### src/rtl/latency_avg.sv
// Average-latency post-processor: samples issue/aggregate counters on request and
// divides them with a one-bit-per-cycle restoring divider behind a valid/ready output.
//   state | meaning
//   IDLE  | waiting for req; operands latched on the accepting edge
//   CALC  | W restoring steps, quotient MSB first
//   DONE  | result held on avg_*_r until avg_vld_r & avg_rdy
module latency_avg #(
  parameter int W = 32
) (
  input  logic         clk,
  input  logic         rst,
  input  logic         req,
  input  logic [W-1:0] issue_cnt,
  input  logic [W-1:0] aggregate_cnt,
  output logic         busy,
  output logic         avg_vld_r,
  input  logic         avg_rdy,
  output logic [W-1:0] avg_r,
  output logic [W-1:0] avg_frac_r,
  output logic         div0_r
);

  localparam int CW = (W > 2) ? $clog2(W) : 1;

  typedef enum logic [1:0] {IDLE = 2'd0, CALC = 2'd1, DONE = 2'd2} state_t;

  state_t         state_q, state_d;
  logic [CW-1:0]  cnt_q, cnt_d;
  logic [W-1:0]   dvd_q, dvd_d;
  logic [W-1:0]   dvs_q, dvs_d;
  logic [W-1:0]   rem_q, rem_d;
  logic           vld_d, div0_d;
  logic [W-1:0]   avg_d, frac_d;

  logic [W:0]     shifted;
  logic [W:0]     trial;
  logic           qbit;
  logic [W-1:0]   rem_next;
  logic [W-1:0]   quo_next;

  always_ff @(posedge clk) begin
    if (rst) begin
      state_q    <= IDLE;
      cnt_q      <= '0;
      dvd_q      <= '0;
      dvs_q      <= '0;
      rem_q      <= '0;
      avg_vld_r  <= 1'b0;
      avg_r      <= '0;
      avg_frac_r <= '0;
      div0_r     <= 1'b0;
    end else begin
      state_q    <= state_d;
      cnt_q      <= cnt_d;
      dvd_q      <= dvd_d;
      dvs_q      <= dvs_d;
      rem_q      <= rem_d;
      avg_vld_r  <= vld_d;
      avg_r      <= avg_d;
      avg_frac_r <= frac_d;
      div0_r     <= div0_d;
    end
  end

  always_comb begin
    state_d = state_q;
    case (state_q)
      IDLE:    if (req) state_d = (issue_cnt == '0) ? DONE : CALC;
      CALC:    if (cnt_q == '0) state_d = DONE;
      DONE:    if (avg_vld_r && avg_rdy) state_d = IDLE;
      default: state_d = IDLE;
    endcase
  end

  // The remainder stays below the divisor, so W bits plus the trial borrow bit suffice.
  assign shifted  = {rem_q, dvd_q[W-1]};
  assign trial    = shifted - {1'b0, dvs_q};
  assign qbit     = ~trial[W];
  assign rem_next = qbit ? trial[W-1:0] : shifted[W-1:0];
  assign quo_next = {dvd_q[W-2:0], qbit};

  always_comb begin
    cnt_d  = cnt_q;
    dvd_d  = dvd_q;
    dvs_d  = dvs_q;
    rem_d  = rem_q;
    vld_d  = avg_vld_r;
    avg_d  = avg_r;
    frac_d = avg_frac_r;
    div0_d = div0_r;
    case (state_q)
      IDLE: begin
        if (req) begin
          dvd_d  = aggregate_cnt;
          dvs_d  = issue_cnt;
          div0_d = 1'b0;
          if (issue_cnt == '0) begin
            avg_d  = '0;
            frac_d = '0;
            div0_d = 1'b1;
            vld_d  = 1'b1;
          end else begin
            cnt_d = CW'(W - 1);
            rem_d = '0;
          end
        end
      end
      CALC: begin
        rem_d = rem_next;
        dvd_d = quo_next;
        cnt_d = cnt_q - CW'(1);
        if (cnt_q == '0) begin
          avg_d  = quo_next;
          frac_d = rem_next;
          vld_d  = 1'b1;
        end
      end
      DONE: begin
        if (avg_vld_r && avg_rdy) vld_d = 1'b0;
      end
      default: ;
    endcase
  end

  assign busy = (state_q != IDLE);

endmodule

### config.mk
export PLATFORM = sky130hd
export DESIGN_NAME = latency_avg
export DESIGN_NICKNAME = d
export VERILOG_FILES = /design/src/rtl/latency_avg.sv
export SDC_FILE = /design/constraint.sdc
export NUM_CORES = 1
export LEC_CHECK = 0
export ABC_CLOCK_PERIOD_IN_PS = 4700
export CORE_MARGIN = 5
export CORE_UTILIZATION = 30
export DETAILED_ROUTE_END_ITERATION = 16
export GPL_TIMING_DRIVEN = 0
export SLEW_MARGIN = 20
export SYNTH_ARGS = -nofsm -noshare
export SYNTH_HDL_FRONTEND = slang
export SYNTH_SLANG_ARGS = --single-unit
### constraint.sdc
create_clock -name clk -period 4.7 [get_ports clk]
set_clock_uncertainty 0.2 [all_clocks]
set_input_delay 0.94 -clock clk [delete_from_list [all_inputs] [get_ports clk]]
set_output_delay 0.94 -clock clk [all_outputs]
set_load 0.02 [all_outputs]
==> summary.md <==
| Metric | Value |
|---|---|
| Fraction of layout instances using a drive strength above 1 | `5.96%` |
| Largest net degree at the start of global routing | `19` |
| Core area | `~0.028 mm^2` |
| Initial Util | `about 31%` |
| Crit. End Element | `register` |
| Clock root cell | `clkbuf_16` |
| Slew @ Worst Pin | `between 1000 and 1500 ps` |
| Post-synthesis mux area share | `around 2.9%` |
| WL/cell | `between 15 and 20 um` |
| Crit path kind | `in2reg` |
| Top delay family on crit path | `simple AND/OR/NAND/NOR gates` |
| Area of the multi-input gates | `~0.0047 mm^2` |
| Max Cap Viol | `0` |
| Vias | `8124` |
| Outcome | `completed` |
| CP arrival | `around 4500 ps` |
| Hold depth | `2` |
| Overall routing resource usage | `16.8%` |
| Area grow syn2layout | `28.1%` |
| Main synth FF type | `dfxtp_1` |
| Port buffer count | `132` |
| Synthesis Warnings | `0` |
| Post-cts resize count | `0` |
| Bufs and invs on worst path | `3` |
| Req. time, crit path | `approximately 4800 ps` |
| Fin crit period | `about 4400 ps` |
| Commonest cells post-synth | `nand2_1, dfxtp_1, a21oi_1` |
| Slowest stage delay, CP | `roughly 710 ps` |
| RR Endpoint | `rem_q[4]` |
| Fill cells | `~3000` |
| Worst-path fanout max | `10` |
| CP max stage cell | `nor4_1` |
| Die height | `between 150 and 200 um` |
| CTS Buf Count | `17` |
| Lkg Pwr | `4.00 nW` |
| CTS tree | `yes` |
| Top post-synthesis cells by area | `dfxtp_1, a21oi_1, nand2_1` |
| CTS Hold Buffers Added | `0` |
| Register area share after synthesis | `slightly below 40%` |
| Post-synthesis simple-gate area fraction | `between 20% and 30%` |
| Xor/xnor share of the synthesized area | `~3.1%` |
| Post-synthesis adder-cell area fraction | `5.22%` |
| Final WL | `around 27000 um` |
| Nets | `~1300` |
| Num rows | `61` |
| Syn Inst Count | `around 1100` |
| Asr flop ratio synth | `0%` |
| Max_slew headroom | `30.0%` |
| PD cells | `between 500 and 600 mW/mm^2` |
| CTS clk-pin slew, worst paths | `around 70 ps` |
| Clock Latency Late Sink | `about 450 ps` |
| R2r setup slk | `roughly 720 ps` |
| First-pass DRT Iterations | `5` |
| Antenna violations before repair | `3` |
| Post-synthesis cell type count | `56` |
| RSZ-0062 raised after global routing | `no` |
| Clock sink count | `about 170` |
| Register Area | `between 0.003 and 0.004 mm^2` |
| Drt drc | `0` |
| Top-count cell post-synth | `nand2_1` |
| Postcts setup bufs | `0` |
| Worst flop-to-flop path startpoint | `dvd_q[31]` |
| Critical-path cell list | `clkdlybuf4s50_1, nor4_1, nand4_1, nor2_1, nand2_1, o21ai_0, and2_1, clkbuf_1, nor2_1, clkbuf_1, nand2_1, o21ai_0` |
| Cell count of the worst reg-to-reg path | `15` |
| Final core utilization | `between 30% and 40%` |
| Startpoint types | `input pin` |
| Die area | `approximately 0.032 mm^2` |
| DRT iter0 DRCs | `between 400 and 500` |
| Post-synth EDFFs | `0` |
| First-pass GRT wire length | `42500 um` |
| HP Class | `reg2reg` |
| Max Root-Sink Buffers | `2` |
| ANT nets after route | `0` |
| Sum Neg Setup Slack | `0 ps` |
| Final setup fails | `0` |
| Mapped Nets | `between 1000 and 1500` |
| Register bit count reported by yosys | `roughly 170` |
| RePlAce Congestion | `between 0.8 and 0.9` |
| Tcrit/Tclk final | `approximately 94%` |
| Die W | `between 150 and 200 um` |
| H-tree Lvls | `4` |
| Largest family of logic cells by synthesized area | `compound AO/OA/AOI/OAI gates` |
| Worst VDD drop | `337 uV` |
| Total grt overflow | `0` |
| Slew Limit Fails | `0` |
| Fmax achieved | `227 MHz` |
| Area share of the largest cell type after synthesis | `39.6%` |
| Vias in the first global route | `between 8000 and 9000` |
| Dpl hpwl | `20700 um` |
| Yosys top cell by area | `dfxtp_1` |
| Vias/cell | `about 5.0` |
| Synth Area in Compound Gates | `a little under a quarter` |
| Syn Area/Cell | `7.92 um^2` |
| Mapped cell area | `0.00854 mm^2` |
| Worst hold path startpoint | `avg_frac_r[30]` |
| Final hold vios | `0` |
| I/O pins | `between 100 and 150` |
| WHS Endpoint | `avg_frac_r[30]` |
==> logic make-up (layout without fill, tap and decap cells) <==
family                     after synthesis  count (layout)
DFF                                    169             169
and+or+nand+nor                        379             379
buffers and inverters                  119             283
adders and majority gates               35              35
AOI/OAI and AO/OA                      321             321
xor gates and xnor gates                30              30
muxes                                   25              25
other                                    0               3
==> power breakdown <==
part           switching [mW]  internal (mW)  total [mW]
Combinational            1.92           1.34        3.26
Sequential              0.124           1.59        1.72
Clock                   0.681          0.725        1.41
Total                    2.72           3.66        6.38
==> how the worst max path moves through the flow <==
| stage | from | end | cells after the start |
|---|---|---|---|
| final | issue_cnt[31] | avg_frac_r[16] | 12 |
| after global routing | issue_cnt[31] | avg_frac_r[2] | 12 |
| after CTS | issue_cnt[31] | rem_q[22] | 11 |
| after detailed placement | issue_cnt[31] | rem_q[27] | 11 |
| after global placement | issue_cnt[31] | rem_q[23] | 11 |
| after floorplan | dvd_q[31] | avg_frac_r[25] | 14 |
==> registers in the layout (all words and copies together), names as in the netlist <==
register    cells
avg_frac_r     32
avg_r          32
dvd_q          32
dvs_q          32
rem_q          32
cnt_q           5
state_q         2
avg_vld_r       1
div0_r          1
==> final cells by class <==
type                            count  share of cell area (%)
Clock inverter                     14                    1.38
Antenna cell                        3                  0.0686
Timing Repair Buffer              132                    12.1
Buffer                             72                    2.77
Tap cell                          378                    4.32
Multi-Input combinational cell    790                    42.8
Clock buffer                       18                    4.02
Inverter                           47                    1.61
Sequential cell                   169                    30.9
==> through the flow <==
stage | worst slack (ps) | hold slack (ps) | cell area, um^2 | total power [mW] | cells
2_1_floorplan | 1390 | 236 | 8540 | 4.17 | 1078
3_3_place_gp | -209 | 238 | 10300 | 4.95 | 1588
3_5_place_dp | -219 | 244 | 10300 | 4.97 | 1588
4_1_cts | 270 | 254 | 10900 | 6.39 | 1620
5_1_grt | 85.7 | 261 | 10900 | 6.84 | 1623
6_report | 285 | 248 | 10900 | 6.38 | 1623
==> routing by layer <==
metal | GRT usage (%) | vias to the layer above | routed length, um
met5 | 0 | - | 0
met4 | 6.72 | 0 | 735
met3 | 3.25 | 40 | 1410
met2 | 26.1 | 187 | 11800
met1 | 23.0 | 3815 | 12700
li1 | - | 4082 | -
==> cell usage in the layout, fill, tap and decap left out, drive strengths merged, types with 4 or more instances in the layout <==
cell type      synthesis  layout
a21boi                 4       4
a21o                  13      13
a21oi                142     142
a31oi                  6       6
and2                   7       7
buf                    7       7
clkbuf                65      83
clkdlybuf4s50          0     132
clkinv                 0       6
dfxtp                169     169
ha                    34      34
inv                   47      54
mux2i                 24      24
nand2                186     186
nand3                 45      45
nand4                 11      11
nor2                  61      61
nor2b                 36      36
nor3                  14      14
nor4                   9       9
o211ai                 5       5
o21a                  12      12
o21ai                 79      79
o221a                 30      30
o31ai                  7       7
xnor2                 20      20
xor2                  10      10
==> worst min-delay path, cell delays in order (launching register included) <==
cell,delay [ps]
dfxtp_1,310
nand2_1,50
o21ai_1,50
Note: power is estimated with default switching activity, not from simulation.
